**config.mk**
```make
export PLATFORM = sky130hd
export DESIGN_NAME = traffic_light_monitor
export DESIGN_NICKNAME = d
export VERILOG_FILES = /design/src/rtl/traffic_pkg.sv /design/src/rtl/lamp_checker.sv /design/src/rtl/traffic_light_monitor.sv
export SDC_FILE = /design/constraint.sdc
export NUM_CORES = 1
export LEC_CHECK = 0
export ABC_AREA = 1
export BUFFER_PORTS_ARGS = -buffer_cell sky130_fd_sc_hd__buf_2
export CAP_MARGIN = 40
export CORE_MARGIN = 1
export CORE_UTILIZATION = 55
export CTS_BUF_LIST = sky130_fd_sc_hd__clkbuf_4 sky130_fd_sc_hd__clkbuf_8
export DETAILED_ROUTE_END_ITERATION = 8
export PLACE_DENSITY_LB_ADDON = 0.3
export SLEW_MARGIN = 20
export SYNTH_ARGS = -nofsm -noshare
export SYNTH_HDL_FRONTEND = slang
export SYNTH_SLANG_ARGS = --single-unit
```
**constraint.sdc**
```tcl
create_clock -name clk -period 1.9 [get_ports clk]
set_input_delay 0.19 -clock clk [delete_from_list [all_inputs] [get_ports clk]]
set_output_delay 0.19 -clock clk [all_outputs]
set_load 0.1 [all_outputs]
```
**src/rtl/traffic_pkg.sv**
```systemverilog
// Shared types and constants for the intersection lamp-bus monitor.
package traffic_pkg;

    typedef enum logic [1:0] {
        RED,
        YEL,
        GRN,
        BAD
    } lamp_e;

    typedef enum logic [1:0] {
        ST_SYNC,
        ST_ARMED,
        ST_FAULT
    } mon_state_e;

    localparam logic [2:0] FC_NONE        = 3'd0;
    localparam logic [2:0] FC_ENC         = 3'd1;
    localparam logic [2:0] FC_CONFLICT    = 3'd2;
    localparam logic [2:0] FC_SEQ         = 3'd3;
    localparam logic [2:0] FC_SHORT_GREEN = 3'd4;
    localparam logic [2:0] FC_LONG_GREEN  = 3'd5;
    localparam logic [2:0] FC_YELLOW      = 3'd6;

    function automatic lamp_e encode_lamp(input logic g, input logic y, input logic r);
        case ({g, y, r})
            3'b100:  return GRN;
            3'b010:  return YEL;
            3'b001:  return RED;
            default: return BAD;
        endcase
    endfunction

endpackage

```
**src/rtl/lamp_checker.sv**
```systemverilog
// Per-approach lamp sampler, previous-lamp tracker, dwell counter and rule flags.
module lamp_checker
    import traffic_pkg::*;
#(
    parameter int MIN_GREEN   = 5,
    parameter int MAX_GREEN   = 20,
    parameter int YELLOW_TIME = 3,
    parameter int CNT_W       = 8
) (
    input  logic  clk,
    input  logic  reset,
    input  logic  tick,
    input  logic  g_i,
    input  logic  y_i,
    input  logic  r_i,
    input  logic  in_sync_i,
    output lamp_e lamp_o,
    output logic  enc_o,
    output logic  seq_o,
    output logic  short_o,
    output logic  long_o,
    output logic  yel_o
);

    logic [2:0]       samp_q;
    lamp_e            prev_q;
    logic [CNT_W-1:0] cnt_q, cnt_d;
    logic             fresh_q, fresh_d;
    lamp_e            cur;
    logic             change;
    logic             legal;

    // Sample resets to all-dark so a reset value is never mistaken for a both-red sample.
    always_ff @(posedge clk or posedge reset) begin
        if (reset) begin
            samp_q  <= '0;
            prev_q  <= RED;
            cnt_q   <= '0;
            fresh_q <= 1'b1;
        end else begin
            samp_q  <= {g_i, y_i, r_i};
            prev_q  <= cur;
            cnt_q   <= cnt_d;
            fresh_q <= fresh_d;
        end
    end

    always_comb begin
        cur    = encode_lamp(samp_q[2], samp_q[1], samp_q[0]);
        change = (cur != prev_q);
        legal  = ((prev_q == GRN) && (cur == YEL)) ||
                 ((prev_q == YEL) && (cur == RED)) ||
                 ((prev_q == RED) && (cur == GRN));

        cnt_d = cnt_q;
        if (change)
            cnt_d = '0;
        else if (tick && (cnt_q != '1))
            cnt_d = cnt_q + CNT_W'(1);

        // First transition after arming is exempt from sequence and dwell checks.
        fresh_d = fresh_q;
        if (in_sync_i)
            fresh_d = 1'b1;
        else if (change)
            fresh_d = 1'b0;

        lamp_o  = cur;
        enc_o   = (cur == BAD);
        seq_o   = !fresh_q && change && !legal;
        short_o = !fresh_q && (prev_q == GRN) && (cur == YEL) && (cnt_q < CNT_W'(MIN_GREEN));
        yel_o   = !fresh_q && (prev_q == YEL) && (cur == RED) && (cnt_q != CNT_W'(YELLOW_TIME));
        long_o  = !change && (cur == GRN) && (cnt_q >= CNT_W'(MAX_GREEN + 1));
    end

endmodule

```
**src/rtl/traffic_light_monitor.sv**
```systemverilog
// Passive lamp-bus monitor: latches the first rule violation and requests flashing fail-safe.
module traffic_light_monitor
    import traffic_pkg::*;
#(
    parameter int MIN_GREEN   = 5,
    parameter int MAX_GREEN   = 20,
    parameter int YELLOW_TIME = 3,
    parameter int CNT_W       = 8
) (
    input  logic       clk,
    input  logic       reset,
    input  logic       tick,
    input  logic       g1,
    input  logic       y1,
    input  logic       r1,
    input  logic       g2,
    input  logic       y2,
    input  logic       r2,
    input  logic       clear,
    output logic       fault,
    output logic [2:0] fault_code,
    output logic       force_flash,
    output logic       armed
);

    mon_state_e state_q, state_d;
    logic [2:0] code_q, code_d;
    logic [2:0] viol;
    lamp_e      lamp1, lamp2;
    logic       enc1, seq1, short1, long1, yel1;
    logic       enc2, seq2, short2, long2, yel2;
    logic       in_sync, both_r, conflict;

    assign in_sync = (state_q == ST_SYNC);

    lamp_checker #(
        .MIN_GREEN  (MIN_GREEN),
        .MAX_GREEN  (MAX_GREEN),
        .YELLOW_TIME(YELLOW_TIME),
        .CNT_W      (CNT_W)
    ) u_chk1 (
        .clk(clk), .reset(reset), .tick(tick),
        .g_i(g1), .y_i(y1), .r_i(r1), .in_sync_i(in_sync),
        .lamp_o(lamp1), .enc_o(enc1), .seq_o(seq1),
        .short_o(short1), .long_o(long1), .yel_o(yel1)
    );

    lamp_checker #(
        .MIN_GREEN  (MIN_GREEN),
        .MAX_GREEN  (MAX_GREEN),
        .YELLOW_TIME(YELLOW_TIME),
        .CNT_W      (CNT_W)
    ) u_chk2 (
        .clk(clk), .reset(reset), .tick(tick),
        .g_i(g2), .y_i(y2), .r_i(r2), .in_sync_i(in_sync),
        .lamp_o(lamp2), .enc_o(enc2), .seq_o(seq2),
        .short_o(short2), .long_o(long2), .yel_o(yel2)
    );

    always_ff @(posedge clk or posedge reset) begin
        if (reset) begin
            state_q <= ST_SYNC;
            code_q  <= FC_NONE;
        end else begin
            state_q <= state_d;
            code_q  <= code_d;
        end
    end

    always_comb begin
        both_r   = (lamp1 == RED) && (lamp2 == RED);
        conflict = (lamp1 != RED) && (lamp2 != RED);

        if (enc1 || enc2)          viol = FC_ENC;
        else if (conflict)         viol = FC_CONFLICT;
        else if (seq1 || seq2)     viol = FC_SEQ;
        else if (short1 || short2) viol = FC_SHORT_GREEN;
        else if (long1 || long2)   viol = FC_LONG_GREEN;
        else if (yel1 || yel2)     viol = FC_YELLOW;
        else                       viol = FC_NONE;

        state_d = state_q;
        code_d  = code_q;
        case (state_q)
            ST_SYNC: begin
                if (both_r)
                    state_d = ST_ARMED;
            end
            ST_ARMED: begin
                if (viol != FC_NONE) begin
                    state_d = ST_FAULT;
                    code_d  = viol;
                end
            end
            ST_FAULT: begin
                if (clear && both_r) begin
                    state_d = ST_SYNC;
                    code_d  = FC_NONE;
                end
            end
            default: begin
                state_d = ST_SYNC;
                code_d  = FC_NONE;
            end
        endcase
    end

    assign fault       = (state_q == ST_FAULT);
    assign force_flash = fault;
    assign armed       = (state_q == ST_ARMED);
    assign fault_code  = code_q;

endmodule
```
[Yosys cells after proc, flatten, opt, wreduce, memory -nomap -nowiden]
Cells that the tools add are included.
Cells by class
  $add $sub $neg: 2
  multipliers: 0
  divide/modulo/power cells: 0
  order comparisons: 4
  equality and inequality tests: 27
  shift-type cells: 0
  multiplexer cells: 23
  bitwise operators: 1
  reduce and logical (&&, ||, !) cells: 60
Operator list (count)
  $mux 8: 4
  $logic_and 1x1->1: 31
  $mux 3: 8
  $pmux 2 s3: 3
  $add 8x1->8 const B: 2
  $ge 8x5->1 const B: 2
  $lt 8x3->1 const B: 2
  $ne 8x2->1 const B: 2
  $ne 8x8->1 const B: 2
  $eq 2x2->1 const B: 7
  $reduce_bool 2->1: 6
  $eq 2x1->1 const B: 5
  $logic_not 2->1: 5
  $logic_or 1x1->1: 9
  $pmux 3 s3: 1
  $eq 3x1->1 const B: 2
  $eq 3x2->1 const B: 2
  $eq 3x3->1 const B: 2
  $logic_not 1->1: 6
  $mux 2: 3
  $ne 2x1->1 const B: 3
  $reduce_and 3->1: 2
  $mux 1: 4
  $ne 2x2->1: 2
  2 further kinds: 2
Word-level totals
  register bits: 33
  bits in latches: 0
  bits in writable memories: 0
  ROM bits: 0
  input bits: 10
  output and inout bits: 6
  word-level logic and storage cells: 127
  memories: 0

[Logic depth before layout (Yosys ltp)]
  depth in word-level cells: 15
  mapped depth: 17
  depth with buffers taken out: 17

[By module]
Synthesis repeated with hierarchy kept, for this count alone.
Second synthesis, totals
  cells, all modules: 266
  area, all modules: 2063.2 µm²
Modules (own cells, without submodules)
  lamp_checker: times used 2, cells each 104, area each 833.3 µm², seq. area each 351.6 µm²
  traffic_light_monitor: times used 1, cells each 58, area each 396.6 µm², seq. area each 125.1 µm²

[Worst setup path after synthesis]
Ideal clock, no wire load.
  kind: reg-to-reg
  start point: register state_q[0]
  end point: register code_q[0] (netlist: fault_code[0])
  setup time: 72 ps
  data arrival time: 2371 ps
  required time: 1828 ps
  slack: -544 ps
  stages on the path, launching flop included: 9
  buffers on the path: 0
  clock period less this slack: 2444 ps
  cell sequence: dfrtp_1 inv_1 nor2_1 nand2_1 nor2_2 nand2_2 nand2_2 nand2_1 nand2_1
Between the ends
  cells in the longest elaborated chain, start to end: 3
  elaborated cells on any way between the ends: 8
  classes of those cells: eq/ne (4); mux (1); bitwise (1); reduce/logical (2)
Ends and longest elaborated chain
  start: declaration: line traffic_light_monitor.sv:26  | mon_state_e state_q, state_d;
  start signal: assignment: line traffic_light_monitor.sv:65  | state_q <= state_d;
  $eq 2x1->1 *
  named net armed: line traffic_light_monitor.sv:23  | output logic armed
  $ne 2x1->1 (no source line)
  $reduce_and 3->1 (no source line)
  end signal: assignment: line traffic_light_monitor.sv:66  | code_q <= code_d;
  end: declaration: line traffic_light_monitor.sv:27  | logic [2:0] code_q, code_d;
Mark *: on every way through the listed nets, which the timed path passes. The rest lies on a longest branch.
A chain may end at the register's enable or synchronous reset.

[Final worst setup path]
  start point: register u_chk1.cnt_q[0]
  end point: register code_q[0] (netlist: fault_code[0])
Between the ends
  cells in the longest elaborated chain, start to end: 12
  elaborated cells on any way between the ends: 20
  classes of those cells: order compare (2); eq/ne (2); mux (8); reduce/logical (8)
Ends and longest elaborated chain
  start: declaration: line lamp_checker.sv:27  | logic [CNT_W-1:0] cnt_q, cnt_d;
  start signal: assignment: line lamp_checker.sv:43  | cnt_q <= cnt_d;
  branches (longest 5 deep; another with $ge 8x5->1)
  $mux 3 *: line traffic_light_monitor.sv:77  | else if (short1 || short2) viol = FC_SHORT_GREEN;
  $mux 3 *: line traffic_light_monitor.sv:76  | else if (seq1 || seq2) viol = FC_SEQ;
  $mux 3 *: line traffic_light_monitor.sv:75  | else if (conflict) viol = FC_CONFLICT;
  $mux 3 *: line traffic_light_monitor.sv:74  | if (enc1 || enc2) viol = FC_ENC;
  $reduce_bool 3->1: line traffic_light_monitor.sv:90  | if (viol != FC_NONE) begin
  $ne 2x1->1 (no source line)
  $reduce_and 3->1 (no source line)
Mark *: on every way between the ends. The select of a mux whose other input is x is not followed.

==> flow_metrics.env <==
export IMPL_synth_edff_count=0
export IMPL_reg2reg_slack_ns=0.07
export IMPL_yosysSeqAreaShare_pct=41.3
export IMPL_p_per_area_mw_per_mm2=856
export IMPL_worst_pin_slew_ns=0.485
export IMPL_core_sq_mm=0.00342
export IMPL_clock_sinks=33
export IMPL_grt_remaining_overflow=0
export IMPL_drv_cap=0
export IMPL_cts_buffer_depth=2
export IMPL_layout_drive_gt1_share_pct=29.1
export IMPL_viasPerCell=5.08
export IMPL_dp_slack_ns=0.0636
export IMPL_cts_buffers=5
export IMPL_portBuffers=15
export IMPL_insertion_delay_ns=0.34
export IMPL_grtUsageTotal_pct=22.6
export IMPL_synth_seq_cells=33
export IMPL_cts_tree="yes"
export IMPL_crit_fanout=4
export IMPL_placed_area_sq_mm=0.00218
export IMPL_fp_dieH_um=62.4
export IMPL_synth_most_common_cell="nand2_1"
export IMPL_path_clk_slew_ns=0.10
export IMPL_drtAntennaViolNets=0
export IMPL_diodes=0
export IMPL_avgSynthCellArea_sq_um=7.46
export IMPL_utilization_pct=72.2
export IMPL_die_area_sq_mm=0.00389
export IMPL_fmax_mhz=548
export IMPL_dp_hpwl_mm=2.93
export IMPL_antenna_found_initial=0
export IMPL_route_detailed_wl_per_inst_um=11.8
export IMPL_period_needed_ns=1.83
export IMPL_report_final_slew_viol_count=0
export IMPL_crit_chain="inv_2 -> ha_4 -> inv_2 -> a21oi_2 -> nand2_1 -> nor2_1 -> nand2_1 -> nand2_2 -> a21oi_1 -> nand3_1 -> nand2_2 -> nor2_2 -> nand2_2 -> nand2_2 -> nand2_1 -> nand2_1"
export IMPL_synth_top_cell_area_share_pct=38.7
export IMPL_dp_cells=335
export IMPL_crit_path_end="fault_code[0]"
export IMPL_synth_area_leaders="dfrtp_1, nand2_1, inv_1"
export IMPL_arrival_ns=2.11
export IMPL_crit_buf_inv=2
export IMPL_endpoint_kind="flop"
export IMPL_finalHoldViolations=0
export IMPL_first_pass_iters=4
export IMPL_hold_path_class="input port to flop"
export IMPL_critical_path_required_ns=2.18
export IMPL_vias=1802
export IMPL_fin_cells=355
export IMPL_reg2reg_depth=16
export IMPL_core_rowCount=21
export IMPL_syn_inst=269
export IMPL_rsz0062_at_grt="true"
export IMPL_max_vdd_ir_drop_uv=519
export IMPL_crit_path_start="u_chk1.cnt_q[0]"
export IMPL_ioPinCount=16
export IMPL_drtIter0Drc=121
export IMPL_synthArstFlopShare_pct=100
export IMPL_root_buffer="clkbuf_4"
export IMPL_gp_congestion=0.885
export IMPL_postRouteWirelength_mm=4.20
export IMPL_synth_main_ff_cell="dfrtp_1"
export IMPL_layout_setup_ws_ns=0.0740
export IMPL_critPathMaxStageDelay_ns=0.46
export IMPL_setup_viol=0
export IMPL_layout_worst_path_cycle_share_pct=96.1
export IMPL_syn_area_sq_mm=0.00201
export IMPL_cts_htree_levels=2
export IMPL_timing_rr_start="u_chk1.cnt_q[0]"
export IMPL_syn_nets=285
export IMPL_fillCellCount=266
export IMPL_r2r_end="fault_code[0]"
export IMPL_synth_common_cells="nand2_1, inv_1, dfrtp_1"
export IMPL_leakagePower_uw=0.00127
export IMPL_synth_warnings=0
export IMPL_cpMaxStageDelayCell="dfrtp_2"
export IMPL_slew_headroom_pct=67.9
export IMPL_first_global_vias=1620
export IMPL_die_w_um=62.4
export IMPL_syn2layout_area_growth_pct=23.0
export IMPL_post_synth_num_cell_types=27
export IMPL_crit_type="flop to flop"
export IMPL_nNetsFinal=324
export IMPL_start_util_pct=58.7
export IMPL_grt_pass1_wl_mm=6.81
export IMPL_crit_family="simple AND/OR/NAND/NOR gates"
export IMPL_grt_max_degree=34
export IMPL_fin_skew_ns=0.00824
export IMPL_drc=0
export IMPL_status="finished, final reports clean"
export IMPL_yosysTopAreaCell="dfrtp_1"
export IMPL_cp_depth=16
export IMPL_start_kind="flop"
export IMPL_final_cell_area_sq_mm=0.00247
## timing repair
item                                    CTS  global route
hold buffers                              7             0
endpoints found under the setup margin    0            10
hold endpoints to repair                 37             0
buffers inserted                          0             5
resized for setup                         0            32
## cell type report
type	count	area, sq um	share of cell area, %
Tap cell	46	57.6	2.33
Clock inverter	1	5.00	0.203
Inverter	49	185	7.51
Multi-Input combinational cell	186	1090	44.4
Timing Repair Buffer	33	228	9.23
Clock buffer	7	65.1	2.64
Sequential cell	33	831	33.7
## metrics by stage
step	hold WS, ns	TNS [ns]	power [uW]
2_1_floorplan	0.221	0	1460
3_3_place_gp	0.297	0	1580
3_5_place_dp	0.299	0	1590
4_1_cts	0.120	0	2060
5_1_grt	0.159	-0.287	2230
6_report	0.126	0	2110
## flip-flops by register name (all words and copies together), names as in the netlist, 2 cells and up
name,count
u_chk1.cnt_q,8
u_chk1.samp_q,3
u_chk1.prev_q,2
state_q,2
u_chk2.cnt_q,8
u_chk2.samp_q,3
u_chk2.prev_q,2
fault_code,3
## worst min path at each step
stage	cells after the start	from	end
after floorplan	0	r1	u_chk1.samp_q[0]
after global placement	3	reset	u_chk1.cnt_q[7]
after detailed placement	3	reset	u_chk1.cnt_q[5]
after CTS	4	clear	state_q[1]
after global routing	4	clear	state_q[1]
final	4	clear	state_q[1]
## worst min-delay path, delay by kind of cell
kind | cells | cell delay, ns
AND/OR/NAND/NOR | 3 | 0.17
buffers and inverters | 1 | 0.08
## kinds of logic after synthesis
family | Yosys count | synth area share, %
DFF | 33 | 41.3
xor gates and xnor gates | 2 | 1.25
buffers and inverters | 50 | 9.61
AOI/OAI and AO/OA | 37 | 9.36
and+or+nand+nor | 141 | 34.7
adders and majority gates | 6 | 3.74
## routing by layer
| metal | part of all wire [%] | vias up | GRT usage (%) |
|---|---|---|---|
| met5 | 0 | - | 0 |
| met4 | 1.2 | 0 | 8.14 |
| met3 | 2.4 | 6 | 5.47 |
| met2 | 49 | 16 | 36.1 |
| met1 | 47 | 851 | 29.9 |
| li1 | - | 929 | - |
## cell usage in the layout, fill, tap and decap left out, types with 6 or more instances in the layout
cell / synthesis / routed
nand3_2: 3 / 7
nor3_1: 10 / 10
nand3_1: 18 / 13
buf_2: 0 / 15
a21oi_1: 19 / 16
o21ai_0: 17 / 17
dfrtp_1: 31 / 29
buf_4: 1 / 11
nand2_2: 10 / 12
inv_1: 45 / 37
nor2_2: 1 / 6
inv_2: 3 / 11
dlygate4sd3_1: 0 / 7
nor2_1: 25 / 20
nand2_1: 61 / 58
## where the power goes
part,internal [uW],total (uW),switching (uW)
combinational,206,803,597
clock,214,461,247
sequential,787,847,60.4
(Power assumes the default switching activity.)
